File: src/rtl/pred_error_acc_pkg.sv
// pred_error_acc_pkg: shared FSM type, default widths and the absolute-difference helper
//    for the prediction-error accumulator and its divider.
package pred_pkg;
   typedef enum logic [1:0] {IDLE, ACC, DIV, DONE} state_t;
   localparam int PW_DEF = 32;
   localparam int CW_DEF = 8;
   // abs_diff works on the widest supported operand; callers zero-extend and truncate back
   localparam int MAXW = 64;
   function automatic logic [MAXW-1:0] abs_diff(input logic [MAXW-1:0] a, input logic [MAXW-1:0] b);
      return (a >= b) ? a - b : b - a;
   endfunction
endpackage

File: src/rtl/pred_error_acc_if.sv
// pred_error_acc_if: prediction sample bus from the predictor to the error accumulator.
//    pred_valid : sample strobe (predictor ready pulse)
//    predict    : unsigned prediction
//    target     : unsigned ground-truth label, qualified by pred_valid
//    modports   : master drives the bus, slave consumes it
interface pred_error_acc_if
   import pred_pkg::*;
#(
   parameter int PW = PW_DEF
);
   logic          pred_valid;
   logic [PW-1:0] predict;
   logic [PW-1:0] target;
   modport master(output pred_valid, predict, target);
   modport slave(input pred_valid, predict, target);
endinterface

File: src/rtl/pred_error_acc_seq_divider.sv
// seq_divider: restoring shift-subtract unsigned divider, one quotient bit per cycle.
//    clk, r0  : clock, asynchronous active-low reset
//    clear    : synchronous abort, drops any division in flight
//    start    : one-cycle request; operands are sampled on this edge
//    dividend : DW-bit unsigned dividend
//    divisor  : VW-bit unsigned divisor (must be non-zero)
//    quotient : low QW bits of the quotient, valid while done is high
//    busy     : division in progress
//    done     : one-cycle pulse DW cycles after start
module seq_divider #(
   parameter int DW = 40,
   parameter int VW = 8,
   parameter int QW = 32
) (
   input  logic          clk,
   input  logic          r0,
   input  logic          clear,
   input  logic          start,
   input  logic [DW-1:0] dividend,
   input  logic [VW-1:0] divisor,
   output logic [QW-1:0] quotient,
   output logic          busy,
   output logic          done
);
   localparam int NW = $clog2(DW + 1);
   logic [VW-1:0] rem, dvs, r_in, d_in;
   logic [DW-1:0] quo, q_in;
   logic [VW:0]   sh;
   logic          ge;
   logic [NW-1:0] cnt;
   // the start edge already performs the first iteration on the raw operands,
   // so DW edges from start to the final bit
   assign r_in = start ? '0 : rem;
   assign q_in = start ? dividend : quo;
   assign d_in = start ? divisor : dvs;
   assign sh = {r_in, q_in[DW-1]};
   assign ge = sh >= {1'b0, d_in};
   assign quotient = quo[QW-1:0];
   always_ff @(posedge clk or negedge r0)
      if (!r0) begin
         rem <= '0;
         dvs <= '0;
         quo <= '0;
         cnt <= '0;
         busy <= 1'b0;
         done <= 1'b0;
      end else if (clear) begin
         rem <= '0;
         quo <= '0;
         cnt <= '0;
         busy <= 1'b0;
         done <= 1'b0;
      end else begin
         done <= 1'b0;
         if (start || busy) begin
            rem <= ge ? VW'(sh - {1'b0, d_in}) : sh[VW-1:0];
            quo <= {q_in[DW-2:0], ge};
            dvs <= d_in;
            cnt <= start ? NW'(1) : cnt + NW'(1);
            busy <= start || cnt != NW'(DW - 1);
            done <= !start && cnt == NW'(DW - 1);
         end
      end
endmodule

File: src/rtl/pred_error_acc.sv
// pred_error_acc: accumulates |predict - target| over a batch and reports the mean absolute error.
//    clk, r0     : clock, asynchronous active-low reset
//    batch_start : one-cycle pulse; latches batch_size, clears the batch, aborts any batch in flight
//    batch_size  : samples per batch (0 is treated as 1)
//    pin         : sample bus (pred_valid, predict, target), slave side
//    busy        : batch in progress
//    count       : samples accepted in the current batch
//    sum_err     : running sum of absolute errors
//    mae         : floor(sum_err / batch size), held until the next completed batch
//    mae_valid   : one-cycle pulse when mae updates
//    max_err     : largest per-sample error of the batch (only with MAX_ERR_EN defined)
//    Build option: define MAX_ERR_EN to add the max_err output.
module pred_error_acc
   import pred_pkg::*;
#(
   parameter int PW = PW_DEF,
   parameter int CW = CW_DEF,
   parameter int AW = PW + CW
) (
   input  logic            clk,
   input  logic            r0,
   input  logic            batch_start,
   input  logic [CW-1:0]   batch_size,
   pred_error_acc_if.slave pin,
   output logic            busy,
   output logic [CW-1:0]   count,
   output logic [AW-1:0]   sum_err,
   output logic [PW-1:0]   mae,
   output logic            mae_valid
`ifdef MAX_ERR_EN
   ,
   output logic [PW-1:0]   max_err
`endif
);
   state_t        state, state_nx;
   logic [CW-1:0] n;
   logic [PW-1:0] err, div_quo;
   logic          take, div_start, div_busy, div_done;
   assign err = PW'(abs_diff(MAXW'(pin.predict), MAXW'(pin.target)));
   // a coincident batch_start wins over the sample
   assign take = state == ACC && pin.pred_valid && !batch_start;
   // kick the divider once, on the first DIV cycle, when sum_err is final
   assign div_start = state == DIV && !div_busy && !div_done;
   always_ff @(posedge clk or negedge r0)
      if (!r0) state <= IDLE;
      else state <= state_nx;
   always_comb begin
      state_nx = batch_start ? ACC :
                 (take && count == n - CW'(1)) ? DIV :
                 (state == DIV && div_done) ? DONE :
                 (state == DONE) ? IDLE : state;
   end
   always_ff @(posedge clk or negedge r0)
      if (!r0) begin
         n <= CW'(1);
         count <= '0;
         sum_err <= '0;
         mae <= '0;
         mae_valid <= 1'b0;
         busy <= 1'b0;
      end else begin
         mae_valid <= 1'b0;
         if (batch_start) begin
            n <= (batch_size == '0) ? CW'(1) : batch_size;
            count <= '0;
            sum_err <= '0;
            busy <= 1'b1;
         end else begin
            if (take) begin
               count <= count + CW'(1);
               sum_err <= sum_err + AW'(err);
            end
            if (state == DIV && div_done) begin
               mae <= div_quo;
               mae_valid <= 1'b1;
               busy <= 1'b0;
            end
         end
      end
`ifdef MAX_ERR_EN
   always_ff @(posedge clk or negedge r0)
      if (!r0) max_err <= '0;
      else if (batch_start) max_err <= '0;
      else if (take && err > max_err) max_err <= err;
`endif
   seq_divider #(
      .DW(AW),
      .VW(CW),
      .QW(PW)
   ) u_div (
      .clk(clk),
      .r0(r0),
      .clear(batch_start),
      .start(div_start),
      .dividend(sum_err),
      .divisor(n),
      .quotient(div_quo),
      .busy(div_busy),
      .done(div_done)
   );
endmodule

File: src/flat_wrapper.sv
// flat-port wrapper written by rule: the top's interface ports become plain ports
module pred_error_acc_flat import pred_pkg::*;
#(
   parameter int PW = PW_DEF,
   parameter int CW = CW_DEF,
   parameter int AW = PW + CW
)
  (clk, r0, batch_start, batch_size, busy, count, sum_err, mae, mae_valid, pin_pred_valid, pin_predict, pin_target);
  pred_error_acc_if #(.PW(PW)) pin_i ();
  input  logic clk;
  input  logic r0;
  input  logic batch_start;
  input  logic [CW-1:0] batch_size;
  output logic busy;
  output logic [CW-1:0] count;
  output logic [AW-1:0] sum_err;
  output logic [PW-1:0] mae;
  output logic mae_valid;
  input wire logic [$bits(pin_i.pred_valid)-1:0] pin_pred_valid;
  input wire logic [$bits(pin_i.predict)-1:0] pin_predict;
  input wire logic [$bits(pin_i.target)-1:0] pin_target;
  assign pin_i.pred_valid = pin_pred_valid;
  assign pin_i.predict = pin_predict;
  assign pin_i.target = pin_target;
  pred_error_acc #(.PW(PW), .CW(CW), .AW(AW)) u_core (.clk(clk), .r0(r0), .batch_start(batch_start), .batch_size(batch_size), .pin(pin_i), .busy(busy), .count(count), .sum_err(sum_err), .mae(mae), .mae_valid(mae_valid));
endmodule
File: config.mk
export PLATFORM = sky130hd
export DESIGN_NAME = pred_error_acc_flat
export DESIGN_NICKNAME = d
export VERILOG_FILES = /design/src/rtl/pred_error_acc_pkg.sv /design/src/rtl/pred_error_acc_if.sv /design/src/rtl/pred_error_acc_seq_divider.sv /design/src/rtl/pred_error_acc.sv /design/src/flat_wrapper.sv
export SDC_FILE = /design/constraint.sdc
export NUM_CORES = 1
export LEC_CHECK = 0
export ABC_AREA = 1
export CELL_PAD_IN_SITES_DETAIL_PLACEMENT = 1
export CELL_PAD_IN_SITES_GLOBAL_PLACEMENT = 1
export CORE_ASPECT_RATIO = 1.4
export CORE_UTILIZATION = 37
export DETAILED_ROUTE_END_ITERATION = 10
export GPL_TIMING_DRIVEN = 0
export PLACE_DENSITY_LB_ADDON = 0.05
export SLEW_MARGIN = 10
export SYNTH_ARGS = -nofsm -noshare
export SYNTH_HDL_FRONTEND = slang
export SYNTH_SLANG_ARGS = --single-unit
File: constraint.sdc
create_clock -name clk -period 2.3 [get_ports clk]
set_input_delay 0.575 -clock clk [delete_from_list [all_inputs] [get_ports clk]]
set_output_delay 0.575 -clock clk [all_outputs]
set_load 0.02 [all_outputs]
Word level (Yosys, flattened, before mapping)
Cells that the tools add are included.
{"block": "word_totals", "register_bits": 156, "input_bits": 76, "output_inout_bits": 82, "elab_cells": 78}
{"block": "op_classes", "add_sub_neg": 7, "magnitude_cmp": 2, "n_eq_ne": 6, "muxes": 29, "bitwise_logic": 1, "reduce_logical": 20}
{"operator": "2-to-1 mux 40 bit", "count": 5}
{"operator": "2-to-1 mux 8 bit", "count": 8}
{"operator": "subtractor 32 bit", "count": 2}
{"operator": "adder 40 x 32 -> 40 bit", "count": 1}
{"operator": ">= comparator 32 bit", "count": 1}
{"operator": "2-to-1 mux 32 bit", "count": 1}
{"operator": "2-to-1 mux 6 bit", "count": 3}
{"operator": ">= comparator 9 x 8 -> 1 bit", "count": 1}
{"operator": "adder 8 x 1 -> 8 bit, second input constant", "count": 1}
{"operator": "equality test 8 bit", "count": 1}
{"operator": "zero test 8 bit", "count": 1}
{"operator": "2-to-1 mux 1 bit", "count": 8}
{"operator": "2-to-1 mux 2 bit", "count": 4}
{"operator": "subtractor 8 x 1 -> 8 bit, second input constant", "count": 1}
{"operator": "subtractor 8 bit", "count": 1}
{"operator": "logical AND 1 bit", "count": 7}
{"operator": "adder 6 x 1 -> 6 bit, second input constant", "count": 1}
{"operator": "equality test 6 bit, second input constant", "count": 1}
{"operator": "!= test 6 bit, second input constant", "count": 1}
{"operator": "nonzero test 2 bit", "count": 3}
{"operator": "equality test 2 bit, second input constant", "count": 2}
{"operator": "zero test 1 bit", "count": 4}
{"operator": "AND reduction 2 bit", "count": 2}
{"operator": "nonzero test 4 bit", "count": 1}
{"operator": "other kinds (3)", "count": 4}

Longest topological paths before layout
Gate-level depths: netlist (run 1).
{"block": "logic_depth", "word_depth": 8, "mapped_depth": 33, "mapped_depth_nobuf": 31}

By module
Synthesis (run 1) repeated with hierarchy kept, for this count alone.
{"block": "unflattened", "hier_cells": 2504, "hier_area_um2": 15084.5}
{"mod": "pred_error_acc", "n_inst": 1, "cells_each": 2040, "area_each_um2": 11432.2, "seq_area_each_um2": 2303.5}
{"mod": "seq_divider", "n_inst": 1, "cells_each": 464, "area_each_um2": 3652.3, "seq_area_each_um2": 1601.5}

Least setup slack after synthesis (run 1)
No wires, ideal clock.
{"block": "synth_timing", "path_type": "input port to flip-flop", "start": "input pin_predict[0]", "end": "register u_core.sum_err[35]", "setup_ns": 0.120, "t_arrival_ns": 3.434, "t_required_ns": 2.180, "path_slack_ns": -1.254, "path_stages": 24, "n_path_buf": 1, "path_cell_list": "inv_1 -> ha_1 -> inv_1 -> fa_1 -> nand2_1 -> nand3_2 -> nand2_1 -> nand2_2 -> nand2_1 -> nand3_1 -> nand2_2 -> nand2_4 -> buf_2 -> o21ai_0 -> inv_1 -> ha_1 -> or2_2 -> and2_1 -> nand3b_1 -> nand3_1 -> nand2_1 -> nand2_1 -> a21oi_1 -> nor2_1"}
{"block": "synth_between", "elab_chain_len": 5, "elab_cells_between_ends": 7, "cone_classes": "add/sub (3); order compare (1); mux (3)"}
{"item": "start: declaration", "line_no": "flat_wrapper.sv:20", "source": "input wire logic [$bits(pin_i.predict)-1:0] pin_predict;"}
{"item": "subtractor 32 bit / >= comparator 32 bit (equally long branches)", "line_no": "pred_error_acc_pkg.sv:10", "source": "return (a >= b) ? a - b : b - a;"}
{"item": "2-to-1 mux 32 bit *", "line_no": "pred_error_acc_pkg.sv:10"}
{"item": "adder 40 x 32 -> 40 bit *", "line_no": "pred_error_acc.sv:71", "source": "sum_err <= sum_err + AW'(err);"}
{"item": "2-to-1 mux 40 bit *", "line_no": "pred_error_acc.sv:69", "source": "if (take) begin"}
{"item": "2-to-1 mux 40 bit *", "line_no": "pred_error_acc.sv:63", "source": "if (batch_start) begin"}
{"item": "end signal: assignment", "line_no": "pred_error_acc.sv:71"}
{"item": "end: declaration", "line_no": "pred_error_acc.sv:27", "source": "output logic [AW-1:0] sum_err,"}
Every way passes the cells marked *; elsewhere a longest branch is shown, timed or not. The select of a mux whose other input is x is not followed.
A chain may end at the register's enable or synchronous reset.

Worst setup path in the final report (run 1)
{"block": "layout_timing", "start": "input pin_predict[0]", "end": "register u_core.sum_err[33]"}
The elaborated chain is that of the path after synthesis.

==> impl_metrics.toml, run 1 <==
[setup_path]
critPathMaxFanout = 5
path_depth = 31
crit_start = "pin_predict[0]"
cp-end-kind = "flip-flop"
rr_startpoint = "u_core.state[1]$_DFFE_PN0P_"
ff2ff_path_depth = 17
critical_path_buf_inv_count = 7
critPathTopFamily = "simple AND/OR/NAND/NOR gates"
reg2reg_to = "u_core.u_div.rem[1]$_DFFE_PN0P_"
worstSetupStartpointType = "primary input"
r2r_slack_ns = -0.56
cpMostUsedCell = "nand2_4"
critPathMaxStageDelay_ns = 0.37
slowest_stage = "fa_2"
worstSetupEndpoint = "u_core.sum_err[33]$_DFFE_PN0P_"
critPathRequiredTime_ns = 2.63
critical_path_class = "in -> reg"
crit_arrival_ns = 3.94

[clock_network]
path_clk_slew_ns = 0.06
clk_latency_ns = 0.44
hold_buffers = 0
cts_sinks = 156
cts_buffer_depth = 2
cts_tree = "yes"
root_buffer = "clkbuf_16"
htreeDepth = 4
numCtsBuffers = 17

[die]
io_pins = 158
die_y_um = 237
die_area_um2 = 40300
die_w_um = 170
core_um2 = 38700
start_util_pct = 37.8
num_rows = 85

[sta]
fmax_mhz = 277
rsz0062_at_grt = "true"
fin_crit_ns = 3.61
worst_pin_slew_ns = 1.03
finalClockSkew_ns = 0.0120
period_share_pct = 157
slew_viol_final = 0
final_hold_viol_count = 0
relSlewSlack_pct = 31.2
setup_violations = 49
worst_slack_ns = -1.31

[layout]
final-instance-count-excl-fill = 3300
postLayoutCellArea_um2 = 22200
drive_above_1_share_pct = 31.8
areaGrowthSynthToFinish_pct = 51.9
diodes = 0
nFillCells = 4931
post-route-util_pct = 57.4
final_nets = 2954

[place]
gp_congestion = 0.897
place_area_um2 = 17400
hpwl_um = 44900
dp.cells = 3100
portBuffers = 157

[routing]
initialDrtViolationCount = 725
via_count = 17300
viasPerCell = 5.24
postRouteAntennaNets = 0
wl_per_cell_um = 19.8
drt_first_pass_iters = 5
drc_errors = 0
wirelength_um = 65400

[synthesis]
synth.avg_cell_area_um2 = 6.04
synth_ff_type = "dfrtp_1"
synth_edf_count = 0
async_flop_share_pct = 100
yosysUniqueCellTypes = 44
netlist_instances = 2420
synth_area_um2 = 14600
synth_nets = 2608
ys_warn_count = 0
yosysSeqAreaShare_pct = 26.7
ys_ff_latch = 156

[power_and_ir_drop]
powerDensity_nw_per_um2 = 864
power.leakage_nw = 11.5
max-vdd-ir-drop_mv = 0.581

[global_routing]
grt_util_met1_pct = 30.2
grt.total_usage_pct = 30.6
gr-total-overflow = 0
use_met2_pct = 59.6
antenna_found_initial = 1
grt_max_degree = 107
met3_usage_pct = 3.05
grt_pass1_wl_um = 95200
grt_pass1_vias = 18200
busiest_layer = "met2"

[status]
status = "complete, but fails checks"
violations = "negative setup slack"

[run]
max_cap_violations = 0

[worst_hold_path]
hold_path.class = "in -> async"
routing by layer:
layer,routed length (µm),up-vias
met5,0,-
met4,5060,0
met3,1870,259
met2,35700,493
met1,22800,8402
li1,-,8133
worst reg2reg max path: stages (launching register included):
cell and delay [ns]:
dfrtp_1 0.39, nand2_2 0.09, inv_2 0.05, nand2_4 0.09
buf_12 0.12, clkinv_8 0.06, clkbuf_16 0.17, o21ai_4 0.28
ha_4 0.28, nand2_1 0.09, inv_1 0.08, nand4_1 0.16
nand3b_1 0.15, inv_2 0.14, nand2_4 0.10, buf_6 0.15
o211ai_1 0.25, nand2_1 0.08
how the worst min path moves through the flow:
stage	from	end	slack (ns)	cells past startpoint
after floorplan	r0	u_core.busy$_DFFE_PN0P_	0.28	0
after global routing	r0	u_core.u_div.quo[6]$_DFFE_PN0P_	0.04	1
after global placement	u_core.u_div.dvs[1]$_DFFE_PN0P_	u_core.u_div.dvs[1]$_DFFE_PN0P_	0.46	2
final	r0	u_core.mae[6]$_DFFE_PN0P_	0.04	1
after CTS	r0	u_core.u_div.quo[6]$_DFFE_PN0P_	0.03	1
after detailed placement	u_core.mae[29]$_DFFE_PN0P_	u_core.mae[29]$_DFFE_PN0P_	0.47	2
stage by stage:
stage	setup TNS, ns	power [W]	hold slack, ns	setup WS [ns]
global route	-51.05	0.0200	0.0443	-1.40
global placement	-1020.12	0.0114	0.461	-5.87
CTS	-38.97	0.0171	0.0323	-1.15
finish	-46.86	0.0192	0.0361	-1.31
floorplan	-34.35	0.00879	0.279	-1.02
detailed placement	-114.62	0.0116	0.474	-2.64
layout by cell type, fill, tap and decap left out, drive strengths merged:
| cell type | netlist | final |
|---|---|---|
| and2 | 3 | 3 |
| o21bai | 4 | 4 |
| fa | 4 | 4 |
| nor3 | 18 | 18 |
| a21oi | 98 | 98 |
| or2 | 4 | 4 |
| ha | 108 | 108 |
| nand2b | 2 | 2 |
| o32ai | 1 | 1 |
| clkbuf | 30 | 63 |
| o31ai | 1 | 1 |
| clkdlybuf4s50 | 0 | 92 |
| o21a | 6 | 6 |
| a32o | 2 | 2 |
| dlygate4sd2 | 0 | 31 |
| o22ai | 40 | 40 |
| buf | 22 | 204 |
| nor4 | 9 | 9 |
| nand3b | 10 | 10 |
| a211oi | 1 | 1 |
| a22o | 2 | 2 |
| a31oi | 2 | 2 |
| clkinvlp | 0 | 4 |
| dfrtp | 155 | 155 |
| a21o | 1 | 1 |
| nor2 | 143 | 143 |
| xnor2 | 26 | 26 |
| o211ai | 3 | 3 |
| clkdlybuf4s15 | 0 | 11 |
| o21ai | 144 | 144 |
| nand2 | 941 | 941 |
| nand3 | 103 | 103 |
| clkinv | 0 | 4 |
| nand4 | 15 | 15 |
| dfstp | 1 | 1 |
| inv | 479 | 479 |
| xor2 | 41 | 41 |
| mux2i | 1 | 1 |
| dlymetal6s2s | 0 | 1 |
logic make-up (layout without fill, tap and decap cells):
group                    after synthesis  after routing  synth area share [%]
AND/OR/NAND/NOR                     1248           1248                  34.2
buffers and inverters                531            889                  13.9
AO/OA/AOI/OAI                        305            305                  11.3
flip-flops                           156            156                  26.7
adder cells (fa/ha/maj)              112            112                  9.79
XOR/XNOR                              67             67                  4.02
multiplexers                           1              1                0.0685
synthesized netlist by cell type, types with 2 or more instances:
library cell / n / share of area (%)
buf_2: 20 / 0.68
nor4_1: 9 / 0.39
nand3_1: 102 / 3.5
o21ai_0: 140 / 4.8
o21a_1: 6 / 0.31
nor2_2: 4 / 0.17
clkbuf_1: 30 / 0.77
a22o_1: 2 / 0.12
ha_1: 108 / 9.2
nand3b_1: 10 / 0.51
buf_6: 2 / 0.15
nand2_2: 3 / 0.13
inv_2: 12 / 0.31
nand2_1: 937 / 24
xnor2_1: 26 / 1.6
a21oi_1: 97 / 3.3
a32o_1: 2 / 0.14
o211ai_1: 3 / 0.15
or2_2: 3 / 0.13
nor2_4: 2 / 0.15
dfrtp_1: 155 / 27
nand4_1: 15 / 0.64
and2_1: 3 / 0.13
a31oi_1: 2 / 0.086
xor2_1: 41 / 2.5
o21bai_1: 4 / 0.21
o22ai_1: 40 / 1.7
nor2_1: 137 / 3.5
nand2b_1: 2 / 0.086
nor3_1: 18 / 0.62
o21ai_1: 3 / 0.10
inv_1: 467 / 12
fa_1: 4 / 0.55
power by group:
part	internal, W	leakage (nW)	switching [W]
clock network	0.00149	0.258	0.00118
logic	0.00529	9.18	0.00748
registers	0.00302	2.04	0.000705
sequential cells by signal, summed over array words and instances (netlist names):
name	flops
u_core.u_div.busy	1
u_core.busy	1
u_core.n	8
u_core.u_div.rem	8
u_core.sum_err	40
u_core.u_div.cnt	6
u_core.mae	32
u_core.mae_valid	1
u_core.state	2
u_core.u_div.done	1
u_core.u_div.quo	40
u_core.count	8
u_core.u_div.dvs	8
timing repair:
| action | CTS | global route |
|---|---|---|
| cloned | 6 | 0 |
| endpoints found under the setup margin | 55 | 56 |
| buffers inserted | 129 | 40 |
| gates resized for setup | 641 | 290 |
| pin swaps | 193 | 165 |
cell type report:
type	count	area (µm²)	share of cell area (%)
Multi-Input combinational cell	1733	11900	53.6
Sequential cell	156	3910	17.6
Timing Repair Buffer	331	3000	13.5
Inverter	479	1860	8.37
Tap cell	522	653	2.94
Clock buffer	23	488	2.20
Buffer	48	330	1.49
Clock inverter	8	61.3	0.276
(Power assumes the default switching activity.)
==> inputs of run 2 (changes only) <==
- PLACE_DENSITY: unset -> 0.83
- PLACE_DENSITY_LB_ADDON: 0.05 -> unset
==> run 2 against run 1 <==
Effect of this change:
- the flow still finishes with violations (negative setup slack)
- core utilization barely moved
- cell count fell by 0.36%
- first-iteration DRC count rose by 74%
- wire length rose by 24%
- power rose by 7.8%
- register-to-register slack got worse by 0.45 ns
- combinational power rose by 7%
- non-clock buffer count fell by 14
- via count rose by 9.7%
- design area barely moved
- clock power rose by 19%
- largest cell class unchanged
==> impl_metrics.toml, run 2 (same netlist as run 1, synthesis figures left out) <==
[power_and_ir_drop]
max-vdd-ir-drop_mv = 0.607
power.leakage_nw = 11.5
powerDensity_nw_per_um2 = 931

[place]
gp_congestion = 0.936
dp.cells = 3100
hpwl_um = 44600
portBuffers = 157
place_ws_ns = -2.51

[routing]
wirelength_um = 81100
via_count = 19000
drt_first_pass_iters = 6
postRouteAntennaNets = 0
drc_errors = 0
wl_per_cell_um = 24.7
initialDrtViolationCount = 1262
viasPerCell = 5.77

[setup_path]
critPathRequiredTime_ns = 2.67
critical_path_class = "in -> reg"
worstSetupStartpointType = "primary input"
critPathMaxFanout = 4
slowest_stage = "fa_2"
critPathTopFamily = "simple AND/OR/NAND/NOR gates"
crit_arrival_ns = 4.15
cp-end-kind = "flip-flop"
cpMostUsedCell = "nand2_1"
critPathMaxStageDelay_ns = 0.41
critical_path_buf_inv_count = 7

[layout]
post-route-util_pct = 57.3
final-instance-count-excl-fill = 3288
layout_commonest_cell = "nand2_1"
final_nets = 2940
areaGrowthSynthToFinish_pct = 51.9
nFillCells = 4873
drive_above_1_share_pct = 31.3
top_regs = "u_core.sum_err: 40 flops, u_core.u_div.quo: 40 flops, u_core.mae: 32 flops"
most-common-layout-cells = "nand2_1, inv_1, nand2_2, dfrtp_1, buf_4"

[clock_network]
hold_buffers = 0
htreeDepth = 4
cts_buffer_depth = 2
cts_tree = "yes"
clk_latency_ns = 0.45
cts_sinks = 156
path_clk_slew_ns = 0.07
numCtsBuffers = 17
root_buffer = "clkbuf_16"

[global_routing]
use_met2_pct = 61.0
busiest_layer = "met2"
grt_pass1_vias = 19200
gr-total-overflow = 0
grt.total_usage_pct = 31.9
antenna_found_initial = 8
grt_util_met1_pct = 30.8
met3_usage_pct = 3.93
grt_pass1_wl_um = 100000
grt_max_degree = 84

[die]
num_rows = 85
start_util_pct = 37.8
die_area_um2 = 40300
io_pins = 158
die_w_um = 170
core_um2 = 38700
die_y_um = 237

[sta]
finalClockSkew_ns = 0.0156
rsz0062_at_grt = "true"
fmax_mhz = 265
slew_viol_final = 0
worst_slack_ns = -1.48
period_share_pct = 164
final_hold_viol_count = 0
relSlewSlack_pct = 5.76
fin_crit_ns = 3.78
setup_violations = 71
worst_pin_slew_ns = 1.41

[status]
status = "complete, but fails checks"
violations = "negative setup slack"

[worst_hold_path]
hold_path.class = "in -> async"

[run]
max_cap_violations = 0
## run 2: path summary, 6_finish.rpt
check / startpoint / to / slack [ns] / cells after the start
min in group clk: u_core.mae[14]$_DFFE_PN0P_ / u_core.mae[14]$_DFFE_PN0P_ / 0.50 / 2
hold reg to reg: u_core.mae[14]$_DFFE_PN0P_ / u_core.mae[14]$_DFFE_PN0P_ / 0.50 / 2
hold / removal: r0 / u_core.mae[5]$_DFFE_PN0P_ / 0.12 / 1
setup / recovery: pin_predict[0] / u_core.sum_err[19]$_DFFE_PN0P_ / -1.48 / 27
setup reg to reg: u_core.state[0]$_DFFE_PN0P_ / u_core.u_div.rem[1]$_DFFE_PN0P_ / -1.01 / 19
max in group asynchronous: r0 / u_core.n[0]$_DFFE_PN1P_ / 1.28 / 2
## run 2: final cells by class
type	instances	area [µm²]	share of cell area, %
multi-input cells	1733	11900	53.8
flip-flops and latches	156	3910	17.6
repair buffers	316	2880	13.0
inverters	479	1850	8.32
well taps	522	653	2.94
clock buffers	17	425	1.92
plain buffers	49	327	1.47
clock inverters	14	208	0.936
diodes	2	5.00	0.0225
## run 2: per-stage QoR
step | TNS (ns) | power (W) | hold WS, ns | cell area [µm²]
after detailed placement | -110.76 | 0.0115 | 0.470 | 17400
after floorplan | -34.35 | 0.00879 | 0.279 | 15200
after global placement | -988.45 | 0.0112 | 0.461 | 17400
after CTS | -40.98 | 0.0174 | 0.143 | 20700
after global routing | -64.35 | 0.0213 | 0.178 | 22200
final | -58.82 | 0.0207 | 0.120 | 22200
## run 2: power breakdown
| part | internal, W | total, W | switching (W) |
|---|---|---|---|
| clock network | 0.00184 | 0.00319 | 0.00135 |
| logic | 0.00538 | 0.0137 | 0.00834 |
| registers | 0.00302 | 0.00376 | 0.000742 |
| total | 0.0102 | 0.0207 | 0.0104 |
## run 2: per-layer routing
metal | share of wire, % | wire length, µm | up-vias
met5 | 0.068 | 55 | -
met4 | 11 | 8730 | 8
met3 | 7.5 | 6060 | 610
met2 | 50 | 40300 | 1119
met1 | 32 | 26000 | 9128
li1 | - | - | 8096
## run 2: what timing repair did
action	in CTS	in global routing
gates cloned	5	2
resized for setup	613	299
endpoints found under the setup margin	53	55
pin swaps	172	158
hold endpoints to repair	0	0
buffers inserted	93	60
==> RTL change (flow settings as in run 2) <==
The package constant `PW_DEF` goes from 32 to 16.
--- a/src/rtl/pred_error_acc_pkg.sv
+++ b/src/rtl/pred_error_acc_pkg.sv
@@ -3,5 +3,5 @@
 package pred_pkg;
    typedef enum logic [1:0] {IDLE, ACC, DIV, DONE} state_t;
-   localparam int PW_DEF = 32;
+   localparam int PW_DEF = 16;
    localparam int CW_DEF = 8;
    // abs_diff works on the widest supported operand; callers zero-extend and truncate back
Ports: changed (resized mae, pin_predict, pin_target and sum_err); port bits go from 158 to 94. No check against the original RTL was run, so the function may have changed too.
==> RTL change against run 2 <==
The flow still finishes with violations (setup timing). Maximum frequency grew 17%. Routed wire length shrank 55%. Area after synthesis shrank 42%. Design area shrank 43%. Sequential cell count shrank 49. Sequential share of layout area grew 3.5 points. Power shrank 56%. Worst setup slack gained 0.54 ns. Core utilization shrank 0.90 points. Via count shrank 48%. Critical endpoint is now u_core.sum_err[6].
==> RTL change: results (changes against run 2) <==
worst skew pair latency 0.37 ns (was 0.45 ns); setup ws final -0.942 ns (was -1.48 ns); status finished, violations left (unchanged); DR top layer met4 (was met5); Int Pwr 5.00 mW (was 10.2 mW); largest net degree at the start of global routing 79 (was 84); metal3 WL 1140 um (was 6060 um); Post-synth top cells nand2_1 (469), inv_1 (219), dfrtp_1 (106), o21ai_0 (91), nor2_1 (81) (was nand2_1 (937), inv_1 (467), dfrtp_1 (155), o21ai_0 (140), nor2_1 (137)); R2R cell count 17 (was 19); delay-heaviest family, CP adder cells (was simple AND/OR/NAND/NOR gates); Clock Tree Buf Depth 2 (unchanged); CTS H-tree depth 3 (was 4); Fillers 2784 (was 4873); ranking of synthesized cells by area dfrtp_1 (31%), nand2_1 (21%), inv_1 (9.7%) (was dfrtp_1 (27%), nand2_1 (24%), inv_1 (12%)); pre-CTS WS -2.00 ns (was -2.51 ns); Arr. time, crit path 3.47 ns (was 4.15 ns); Starting DRT DRC Count 357 (was 1262); Yosys cell types 42 (was 44); vias in the first global route 10600 (was 19200); WL met1 12100 um (was 26000 um); critical path peak fanout 5 (was 4); drt pass-1 iters 5 (was 6); Final Skew 0.0167 ns (was 0.0156 ns); Critical R2R Capture u_core.u_div.rem[5] (was u_core.u_div.rem[1]); Mapped Nets 1405 (was 2608); Setup-failing EPs final 32 (was 71); post-cts sizing count 296 (was 613); post-synthesis sequential area ratio 31.7% (was 26.7%); Post-synth ARST share 100% (unchanged); Compound-Gate Fraction of Synth Area 11.5% (was 11.3%); combinational share of power 57.2% (was 66.4%); Worst path max stage delay 0.38 ns (was 0.41 ns); ant diodes 0 (was 2); Top Registers u_core.sum_err: 24 flops, u_core.u_div.quo: 24 flops, u_core.mae: 16 flops (was u_core.sum_err: 40 flops, u_core.u_div.quo: 40 flops, u_core.mae: 32 flops); failing checks setup timing (unchanged); mux cell area share after synthesis 0% (was 0.0685%); DR vias/cell 5.37 (was 5.77); R2R Path Start u_core.u_div.done (was u_core.state[0]); Pleak 6.36 nW (was 11.5 nW); worst vdd ir 0.000508 V (was 0.000607 V); Synth Area in Adders 9.68% (was 9.79%); ratio of cells with drive above 1 in the final layout 33.4% (was 31.3%); GPL Wtd Cong 0.866 (was 0.936); hold slack final 0.0869 ns (was 0.120 ns); worst setup path endpoint u_core.sum_err[6] (was u_core.sum_err[19]); Seq. pwr 2.27 mW (was 3.76 mW); routed wl met2 19900 um (was 40300 um); worst reg-to-reg setup slack -0.24 ns (was -1.01 ns); Post-Synth XOR/XNOR Area 3.42% (was 4.02%)
[RTL change: cell types whose count changed after synthesis, sizes merged, moves of 13 or more]
cell    delta
o22ai     -13
nand3     -30
nor2      -58
xor2      -20
dfrtp     -49
nand2    -467
ha        -49
inv      -257
o21ai     -49
xnor2     -14
clkbuf    -19
a21oi     -46
[RTL change: cell families after synthesis]
| kind of cell | count (synthesis) |
|---|---|
| simple gates | 665 |
| buf+inv | 250 |
| compound gates | 180 |
| flops | 107 |
| fa+ha+maj | 63 |
| xor+xnor | 33 |
[RTL change: area by class of cell]
cell class | instances | area share [%]
clock buffer | 9 | 1.78
multi-input combinational | 941 | 51.0
inverter | 222 | 6.80
sequential | 107 | 21.1
tap | 301 | 2.97
buffer | 28 | 1.64
timing repair buffer | 204 | 14.2
clock inverter | 5 | 0.444
[RTL change: stage by stage]
step           cell area [sq um]  cells  TNS [ns]
2_1_floorplan               8940   1298    -13.72
3_3_place_gp               10200   1692   -434.73
3_5_place_dp               10300   1693    -50.13
4_1_cts                    12100   1790    -17.94
5_1_grt                    12700   1817    -23.63
6_report                   12700   1817    -20.92
[RTL change: worst register-to-register path, cell delays in order (launching register included)]
cell and delay, ns:
dfrtp_1 0.43, nor2_4 0.16, nand2_4 0.11, inv_8 0.11, buf_8 0.13, nand2_2 0.08, o21ai_4 0.14, ha_4 0.28
a21oi_2 0.19, o21ai_4 0.09, nand2_1 0.10, nand2_2 0.08, nand2_4 0.16, buf_6 0.16, nand3_2 0.07, nand2_1 0.07
nand2_1 0.05, nand2_1 0.07
[RTL change: layer usage]
| layer | global-route usage, % | up-vias |
|---|---|---|
| li1 | - | 4485 |
| met1 | 27.5 | 4823 |
| met2 | 56.0 | 286 |
| met3 | 3.55 | 171 |
| met4 | 23.0 | 0 |
| met5 | 0 | - |
